--- config.mk ---
export PLATFORM = sky130hd
export DESIGN_NAME = i2cmb_wb_sequencer
export DESIGN_NICKNAME = d
export VERILOG_FILES = /design/src/rtl/i2cmb_wb_sequencer.sv
export SDC_FILE = /design/constraint.sdc
export NUM_CORES = 1
export LEC_CHECK = 0
export ABC_CLOCK_PERIOD_IN_PS = 3210
export BUFFER_PORTS_ARGS = -buffer_cell sky130_fd_sc_hd__buf_2
export CAP_MARGIN = 20
export CORE_MARGIN = 2
export CORE_UTILIZATION = 57
export DETAILED_ROUTE_END_ITERATION = 12
export PLACE_DENSITY = 0.79
export SLEW_MARGIN = 20
export SYNTH_ARGS = -nofsm -noshare
export SYNTH_HDL_FRONTEND = slang
export SYNTH_SLANG_ARGS = --single-unit
--- constraint.sdc ---
create_clock -name clk_i -period 3.21 [get_ports clk_i]
set_input_delay 0.1605 -clock clk_i [delete_from_list [all_inputs] [get_ports clk_i]]
set_output_delay 0.1605 -clock clk_i [all_outputs]
set_load 0.05 [all_outputs]
--- src/rtl/i2cmb_wb_sequencer.sv ---
// ---------------------------------------------------------------------------
// i2cmb_wb_sequencer
//
// Wishbone master placed in front of the I2C multi-bus controller's register
// port. One request (single-byte read or write) is expanded into the
// controller's command sequence: Set Bus, Start, address, data, Stop. After
// each command the sequencer waits for the controller interrupt, reads CMDR
// to learn the outcome and decides how to continue.
//
// Ports
//   clk_i, rst_i          clock, synchronous active-high reset
//   req_valid/req_ready   request handshake
//   req_read, req_bus, req_addr, req_wdata   request fields
//   rsp_valid             one-cycle completion pulse
//   rsp_status            0 OK, 1 NAK, 2 ARB_LOST, 3 ERR, 4 TIMEOUT, 5 BAD_BUS
//   rsp_rdata             byte read (0x00 unless a read completed OK)
//   cyc_o, stb_o, we_o, adr_o, dat_o, dat_i, ack_i   Wishbone master port
//   irq_i                 controller interrupt (level)
// ---------------------------------------------------------------------------
module i2cmb_wb_sequencer #(
    parameter int WB_ADDR_WIDTH  = 2,
    parameter int WB_DATA_WIDTH  = 8,
    parameter int NUM_I2C_BUSSES = 1,
    parameter int TIMEOUT_CYCLES = 100000
) (
    input  logic                     clk_i,
    input  logic                     rst_i,
    input  logic                     req_valid,
    output logic                     req_ready,
    input  logic                     req_read,
    input  logic [7:0]               req_bus,
    input  logic [6:0]               req_addr,
    input  logic [7:0]               req_wdata,
    output logic                     rsp_valid,
    output logic [2:0]               rsp_status,
    output logic [7:0]               rsp_rdata,
    output logic                     cyc_o,
    output logic                     stb_o,
    output logic                     we_o,
    output logic [WB_ADDR_WIDTH-1:0] adr_o,
    output logic [WB_DATA_WIDTH-1:0] dat_o,
    input  logic [WB_DATA_WIDTH-1:0] dat_i,
    input  logic                     ack_i,
    input  logic                     irq_i
);

    localparam int TW = $clog2(TIMEOUT_CYCLES + 1);

    localparam logic [WB_ADDR_WIDTH-1:0] ADR_CSR  = WB_ADDR_WIDTH'(0);
    localparam logic [WB_ADDR_WIDTH-1:0] ADR_DPR  = WB_ADDR_WIDTH'(1);
    localparam logic [WB_ADDR_WIDTH-1:0] ADR_CMDR = WB_ADDR_WIDTH'(2);

    localparam logic [2:0] ST_OK       = 3'd0;
    localparam logic [2:0] ST_NAK      = 3'd1;
    localparam logic [2:0] ST_ARB_LOST = 3'd2;
    localparam logic [2:0] ST_ERR      = 3'd3;
    localparam logic [2:0] ST_TIMEOUT  = 3'd4;
    localparam logic [2:0] ST_BAD_BUS  = 3'd5;

    localparam logic [8:0]    NUM_BUS_L   = 9'(NUM_I2C_BUSSES);
    localparam logic [TW-1:0] TIMEOUT_L   = TW'(TIMEOUT_CYCLES);

    typedef enum logic [3:0] {
        S_IDLE, S_ENABLE, S_BUS, S_START, S_ADDR, S_DATA, S_STOP,
        S_WAIT_IRQ, S_READ_CMDR, S_READ_DPR, S_RESP
    } state_t;

    state_t                   r_state, r_state_next;
    state_t                   r_step, r_step_next;      // command awaiting its irq
    logic                     r_phase, r_phase_next;    // 1 = DPR already written
    logic                     r_enabled, r_enabled_next;
    logic                     r_ready, r_ready_next;
    logic                     r_cyc, r_cyc_next;
    logic                     r_we, r_we_next;
    logic [WB_ADDR_WIDTH-1:0] r_adr, r_adr_next;
    logic [WB_DATA_WIDTH-1:0] r_dat, r_dat_next;
    logic [TW-1:0]            r_timer, r_timer_next;
    logic                     r_read, r_read_next;
    logic [7:0]               r_bus, r_bus_next;
    logic [6:0]               r_addr, r_addr_next;
    logic [7:0]               r_wdata, r_wdata_next;
    logic                     r_nak, r_nak_next;
    logic [7:0]               r_rx, r_rx_next;
    logic [2:0]               r_rsp_status, r_rsp_status_next;
    logic [7:0]               r_rsp_rdata, r_rsp_rdata_next;

    logic                     w_bad_bus;
    logic                     w_need_dpr;
    logic [7:0]               w_dpr_val;
    logic [7:0]               w_cmd;
    logic [TW-1:0]            w_timer_inc;

    assign w_bad_bus   = ({1'b0, req_bus} >= NUM_BUS_L);
    assign w_timer_inc = (r_timer == TIMEOUT_L) ? r_timer : r_timer + 1'b1;

    // Per-step register contents: optional DPR payload, then the CMDR opcode.
    always_comb begin
        w_need_dpr = 1'b0;
        w_dpr_val  = 8'h00;
        w_cmd      = 8'h00;
        case (r_state)
            S_BUS:   begin w_need_dpr = 1'b1; w_dpr_val = r_bus; w_cmd = 8'h06; end
            S_START: begin w_cmd = 8'h04; end
            S_ADDR:  begin w_need_dpr = 1'b1; w_dpr_val = {r_addr, r_read}; w_cmd = 8'h01; end
            S_DATA:  begin
                w_need_dpr = !r_read;
                w_dpr_val  = r_wdata;
                w_cmd      = r_read ? 8'h03 : 8'h01;
            end
            S_STOP:  begin w_cmd = 8'h05; end
            default: begin end
        endcase
    end

    always_comb begin
        r_state_next      = r_state;
        r_step_next       = r_step;
        r_phase_next      = r_phase;
        r_enabled_next    = r_enabled;
        r_cyc_next        = r_cyc;
        r_we_next         = r_we;
        r_adr_next        = r_adr;
        r_dat_next        = r_dat;
        r_timer_next      = r_timer;
        r_read_next       = r_read;
        r_bus_next        = r_bus;
        r_addr_next       = r_addr;
        r_wdata_next      = r_wdata;
        r_nak_next        = r_nak;
        r_rx_next         = r_rx;
        r_rsp_status_next = r_rsp_status;
        r_rsp_rdata_next  = r_rsp_rdata;

        case (r_state)
            S_IDLE: begin
                if (req_valid && r_ready) begin
                    r_read_next  = req_read;
                    r_bus_next   = req_bus;
                    r_addr_next  = req_addr;
                    r_wdata_next = req_wdata;
                    r_nak_next   = 1'b0;
                    r_rx_next    = 8'h00;
                    if (w_bad_bus) begin
                        r_state_next      = S_RESP;
                        r_rsp_status_next = ST_BAD_BUS;
                        r_rsp_rdata_next  = 8'h00;
                    end else if (!r_enabled) begin
                        r_state_next = S_ENABLE;
                    end else begin
                        r_state_next = S_BUS;
                    end
                end
            end

            S_ENABLE: begin
                if (!r_cyc) begin
                    r_cyc_next = 1'b1;
                    r_we_next  = 1'b1;
                    r_adr_next = ADR_CSR;
                    r_dat_next = WB_DATA_WIDTH'(8'hC0);
                end else if (ack_i) begin
                    r_cyc_next     = 1'b0;
                    r_we_next      = 1'b0;
                    r_enabled_next = 1'b1;
                    r_state_next   = S_BUS;
                end
            end

            S_BUS, S_START, S_ADDR, S_DATA, S_STOP: begin
                // A new transfer only launches while cyc is low, so the
                // cycle after every ack is always an idle bus cycle.
                if (!r_cyc) begin
                    r_cyc_next = 1'b1;
                    r_we_next  = 1'b1;
                    if (!r_phase && w_need_dpr) begin
                        r_adr_next = ADR_DPR;
                        r_dat_next = WB_DATA_WIDTH'(w_dpr_val);
                    end else begin
                        r_adr_next = ADR_CMDR;
                        r_dat_next = WB_DATA_WIDTH'(w_cmd);
                    end
                end else if (ack_i) begin
                    r_cyc_next = 1'b0;
                    r_we_next  = 1'b0;
                    if (!r_phase && w_need_dpr) begin
                        r_phase_next = 1'b1;
                    end else begin
                        r_phase_next = 1'b0;
                        r_step_next  = r_state;
                        r_timer_next = '0;
                        r_state_next = S_WAIT_IRQ;
                    end
                end
            end

            S_WAIT_IRQ: begin
                if (irq_i) begin
                    r_state_next = S_READ_CMDR;
                end else if (w_timer_inc == TIMEOUT_L) begin
                    // Controller state is unknown now; force a CSR rewrite.
                    r_state_next      = S_RESP;
                    r_rsp_status_next = ST_TIMEOUT;
                    r_rsp_rdata_next  = 8'h00;
                    r_enabled_next    = 1'b0;
                end else begin
                    r_timer_next = w_timer_inc;
                end
            end

            S_READ_CMDR: begin
                if (!r_cyc) begin
                    r_cyc_next = 1'b1;
                    r_we_next  = 1'b0;
                    r_adr_next = ADR_CMDR;
                end else if (ack_i) begin
                    r_cyc_next = 1'b0;
                    if (dat_i[5]) begin
                        r_state_next      = S_RESP;
                        r_rsp_status_next = ST_ARB_LOST;
                        r_rsp_rdata_next  = 8'h00;
                    end else if (dat_i[4]) begin
                        r_state_next      = S_RESP;
                        r_rsp_status_next = ST_ERR;
                        r_rsp_rdata_next  = 8'h00;
                    end else if (dat_i[6] && (r_step == S_ADDR ||
                                              (r_step == S_DATA && !r_read))) begin
                        // Slave refused: release the bus, report NAK afterwards.
                        r_nak_next   = 1'b1;
                        r_state_next = S_STOP;
                    end else if (dat_i[7]) begin
                        case (r_step)
                            S_BUS:   r_state_next = S_START;
                            S_START: r_state_next = S_ADDR;
                            S_ADDR:  r_state_next = S_DATA;
                            S_DATA:  r_state_next = r_read ? S_READ_DPR : S_STOP;
                            default: begin
                                r_state_next      = S_RESP;
                                r_rsp_status_next = r_nak ? ST_NAK : ST_OK;
                                r_rsp_rdata_next  = (!r_nak && r_read) ? r_rx : 8'h00;
                            end
                        endcase
                    end else begin
                        r_state_next      = S_RESP;
                        r_rsp_status_next = ST_ERR;
                        r_rsp_rdata_next  = 8'h00;
                    end
                end
            end

            S_READ_DPR: begin
                if (!r_cyc) begin
                    r_cyc_next = 1'b1;
                    r_we_next  = 1'b0;
                    r_adr_next = ADR_DPR;
                end else if (ack_i) begin
                    r_cyc_next   = 1'b0;
                    r_rx_next    = dat_i[7:0];
                    r_state_next = S_STOP;
                end
            end

            S_RESP: begin
                r_state_next = S_IDLE;
            end

            default: begin
                r_state_next = S_IDLE;
            end
        endcase

        r_ready_next = (r_state_next == S_IDLE);
    end

    always_ff @(posedge clk_i) begin
        if (rst_i) begin
            r_state      <= S_IDLE;
            r_step       <= S_IDLE;
            r_phase      <= 1'b0;
            r_enabled    <= 1'b0;
            r_ready      <= 1'b0;
            r_cyc        <= 1'b0;
            r_we         <= 1'b0;
            r_adr        <= '0;
            r_dat        <= '0;
            r_timer      <= '0;
            r_read       <= 1'b0;
            r_bus        <= 8'h00;
            r_addr       <= 7'h00;
            r_wdata      <= 8'h00;
            r_nak        <= 1'b0;
            r_rx         <= 8'h00;
            r_rsp_status <= 3'd0;
            r_rsp_rdata  <= 8'h00;
        end else begin
            r_state      <= r_state_next;
            r_step       <= r_step_next;
            r_phase      <= r_phase_next;
            r_enabled    <= r_enabled_next;
            r_ready      <= r_ready_next;
            r_cyc        <= r_cyc_next;
            r_we         <= r_we_next;
            r_adr        <= r_adr_next;
            r_dat        <= r_dat_next;
            r_timer      <= r_timer_next;
            r_read       <= r_read_next;
            r_bus        <= r_bus_next;
            r_addr       <= r_addr_next;
            r_wdata      <= r_wdata_next;
            r_nak        <= r_nak_next;
            r_rx         <= r_rx_next;
            r_rsp_status <= r_rsp_status_next;
            r_rsp_rdata  <= r_rsp_rdata_next;
        end
    end

    assign req_ready  = r_ready;
    assign rsp_valid  = (r_state == S_RESP);
    assign rsp_status = r_rsp_status;
    assign rsp_rdata  = r_rsp_rdata;
    assign cyc_o      = r_cyc;
    assign stb_o      = r_cyc;
    assign we_o       = r_we;
    assign adr_o      = r_adr;
    assign dat_o      = r_dat;

endmodule

==> results.py <==
metrics = {
    "detailed_routing": {
        "dr.pass1.iters": 5,
        "num_vias": 4343,
        "drt-initial-drc-count": 330,
        "drc": 0,
        "postRouteAntennaNets": 0,
        "viasPerCell": 6.01,
        "routedWlPerCell_um": 15.6,
        "wl_um": 11300,
    },
    "place": {
        "dp_hpwl_um": 8150,
        "dp_slack_ns": 0.374,
        "place_area_um2": 4790,
        "port_buffers": 62,
        "gp_congestion": 0.906,
    },
    "clock_tree": {
        "cts_root_buf": "clkbuf_8",
        "cts.sinks": 84,
        "clk_pin_slew_ns": 0.09,
        "cts_tree": "done",
        "cts_buffer_depth": 2,
        "insertion_delay_ns": 0.36,
        "cts.htree.levels": 3,
        "cts_buffers": 9,
        "cts_resized": 0,
        "cts.hold.buffers_added": 0,
        "cts_setup_buffers": 0,
    },
    "floorplanning": {
        "fp.dieH_um": 91.9,
        "core-area_um2": 7610,
        "ios": 63,
        "die_x_um": 91.9,
        "die_area_um2": 8450,
        "start_util": 0.579,
        "rows": 32,
    },
    "global_routing": {
        "grt_overflow": 0,
        "antenna_found_initial": 0,
        "grt_pass1_vias": 4025,
        "grt_pass1_wl_um": 18800,
        "track_usage": 0.277,
        "grt_max_degree": 45,
    },
    "sta": {
        "fin_ws_ns": 0.314,
        "setup-violations-final": 0,
        "rsz0062_at_grt": "false",
        "setup_tns_ns": 0,
        "holdWs_ns": 0.0292,
        "max_clock_freq_mhz": 345,
        "slew_headroom": 0.398,
        "worst_pin_slew_ns": 0.880,
        "maxSlewViolCount": 0,
        "finClkSkew_ns": 0.0119,
        "min_period_ns": 2.90,
        "period_share": 0.902,
        "hold_viol_final": 0,
    },
    "worst_setup_path": {
        "crit_path_end_kind": "flop",
        "crit_type": "reg2reg",
        "regToRegStartpoint": "r_timer[0]$_SDFFE_PP0P_",
        "arrival_ns": 3.14,
        "critPathLaunch": "r_timer[0]$_SDFFE_PP0P_",
        "worstRegToRegCells": 10,
        "crit_end": "rsp_rdata[6]$_SDFFE_PP0P_",
        "start_kind": "flop",
        "reg2reg_to": "rsp_rdata[6]$_SDFFE_PP0P_",
        "rrSetupSlack_ns": 0.31,
        "worst-path-max-fanout": 14,
        "required_ns": 3.46,
    },
    "synthesis": {
        "syn_avg_cell_area_um2": 7.77,
        "ys_async_sr_fraction": 0,
        "netlist_area_um2": 4400,
        "ys_seq_area_frac": 0.382,
        "synth-seq-cells": 84,
        "synth_top_area_frac": 0.382,
        "ys_top_cells_by_count": "91 x nand2_1, 84 x dfxtp_1, 64 x a21oi_1",
        "synth_area_leaders": "dfxtp_1 38%, nand2_1 7.8%, a21oi_1 7.3%",
        "postSynthCellCount": 567,
        "syn_nets": 606,
        "yosysTopAreaCell": "dfxtp_1",
        "synthDistinctLibCells": 70,
        "yosysWarnings": 0,
        "synth-edff-count": 0,
        "ys.flop_type": "dfxtp_1",
        "yosysMostFrequentCell": "nand2_1",
    },
    "pwr": {
        "pwr-share-clk": 0.283,
        "switching_share": 0.346,
        "power_mw": 2.39,
        "ir_worst_vdd_mv": 0.312,
        "power.switching_mw": 0.827,
        "combPwrFrac": 0.227,
        "p_per_area_nw_per_um2": 483,
        "internal_power_mw": 1.57,
        "seq_power_share": 0.490,
        "leakagePower_nw": 1.83,
    },
    "layout": {
        "nets": 656,
        "regArea_um2": 1680,
        "antenna_cells": 0,
        "drive_above_1_share": 0.176,
        "area_delta_synth_final_pct": 12.5,
        "multi_input_area_um2": 2520,
        "n_fill_cell": 710,
        "finalInstanceArea_um2": 4950,
    },
    "min_path": {
        "hold_path_class": "in2reg",
    },
    "flow_run": {
        "cap_violations": 0,
    },
    "outcome": {
        "outcome": "complete, no violations",
    },
}
stage by stage:
step	instances	utilization
2_1_floorplan	567	-
3_3_place_gp	708	0.629
3_5_place_dp	708	0.629
4_1_cts	723	0.651
5_1_grt	723	0.651
6_report	723	0.651
power by group through the flow:
stage	logic, mW	clock network [mW]	registers [mW]
3_5_place_dp	0.539	0	1.20
3_3_place_gp	0.532	0	1.19
6_report	0.542	0.677	1.17
4_1_cts	0.540	0.687	1.17
5_1_grt	0.589	0.728	1.18
2_1_floorplan	0.334	0	1.26
worst min-delay path by stage:
stage	cells past startpoint	to	from	slack, ns
6_report	3	r_rx[3]$_SDFFE_PP0P_	dat_i[3]	0.03
5_1_grt	3	r_rx[3]$_SDFFE_PP0P_	dat_i[3]	0.03
4_1_cts	3	r_wdata[4]$_SDFFE_PP0P_	req_wdata[4]	0.02
3_5_place_dp	3	r_rx[3]$_SDFFE_PP0P_	dat_i[3]	0.41
3_3_place_gp	3	r_wdata[6]$_SDFFE_PP0P_	req_wdata[6]	0.40
2_1_floorplan	2	r_addr[0]$_SDFFE_PP0P_	req_addr[0]	0.30
registers in the layout, indices dropped and copies added, names as in the netlist, 2 cells and up:
| signal | cells |
|---|---|
| r_wdata | 8 |
| adr_o | 2 |
| r_step | 4 |
| r_timer | 17 |
| r_addr | 7 |
| rsp_status | 3 |
| dat_o | 8 |
| r_rx | 8 |
| r_bus | 8 |
| rsp_rdata | 8 |
| r_state | 4 |
layer usage:
| layer | wire (µm) | vias up | global-route usage |
|---|---|---|---|
| li1 | - | 2135 | - |
| met1 | 5090 | 2042 | 0.368 |
| met2 | 5440 | 152 | 0.447 |
| met3 | 544 | 14 | 0.0345 |
| met4 | 182 | 0 | 0.132 |
| met5 | 0 | - | 0 |
kinds of logic (layout without fill, tap and decap cells):
family,after synthesis,count (layout),share of synthesized area
adders and majority gates,2,2,0.00568
AOI/OAI and AO/OA,144,144,0.202
buffers and inverters,47,101,0.0463
DFF,84,84,0.382
muxes,14,14,0.0335
and+or+nand+nor,272,272,0.323
xor gates and xnor gates,4,4,0.00796
cell usage in the layout (no fill, tap or decap), drive strengths merged, types with 3 or more instances in the layout:
master    n
nand2    92
dfxtp    84
buf      78
a21oi    64
nor2     50
o21ai    32
nand3    26
nand2b   18
nor2b    13
mux2i    11
nand4    10
clkbuf   10
and3      9
inv       9
nor3      9
a222oi    8
or3       7
nor4      7
nor3b     6
and2      6
a31oi     5
nand3b    5
a211oi    4
o211ai    3
a2111oi   3
o31ai     3
o22ai     3
a21boi    3
mux2      3
worst max-delay path: stages, from the launching register on:
cell	delay [ns]
dfxtp_1	0.42
ha_1	0.36
nand4_1	0.22
nor2_1	0.43
o211ai_1	0.19
a211oi_2	0.29
nand4_4	0.27
nand2_2	0.13
nand3_2	0.12
buf_4	0.21
mux2i_1	0.13
final cells by class:
type,instances,share of cell area
clock buffers,10,0.0258
multi-input cells,436,0.508
inverters,8,0.00606
flip-flops and latches,84,0.339
well taps,102,0.0258
repair buffers,78,0.0869
clock inverters,5,0.00758
(Power assumes the default switching activity.)
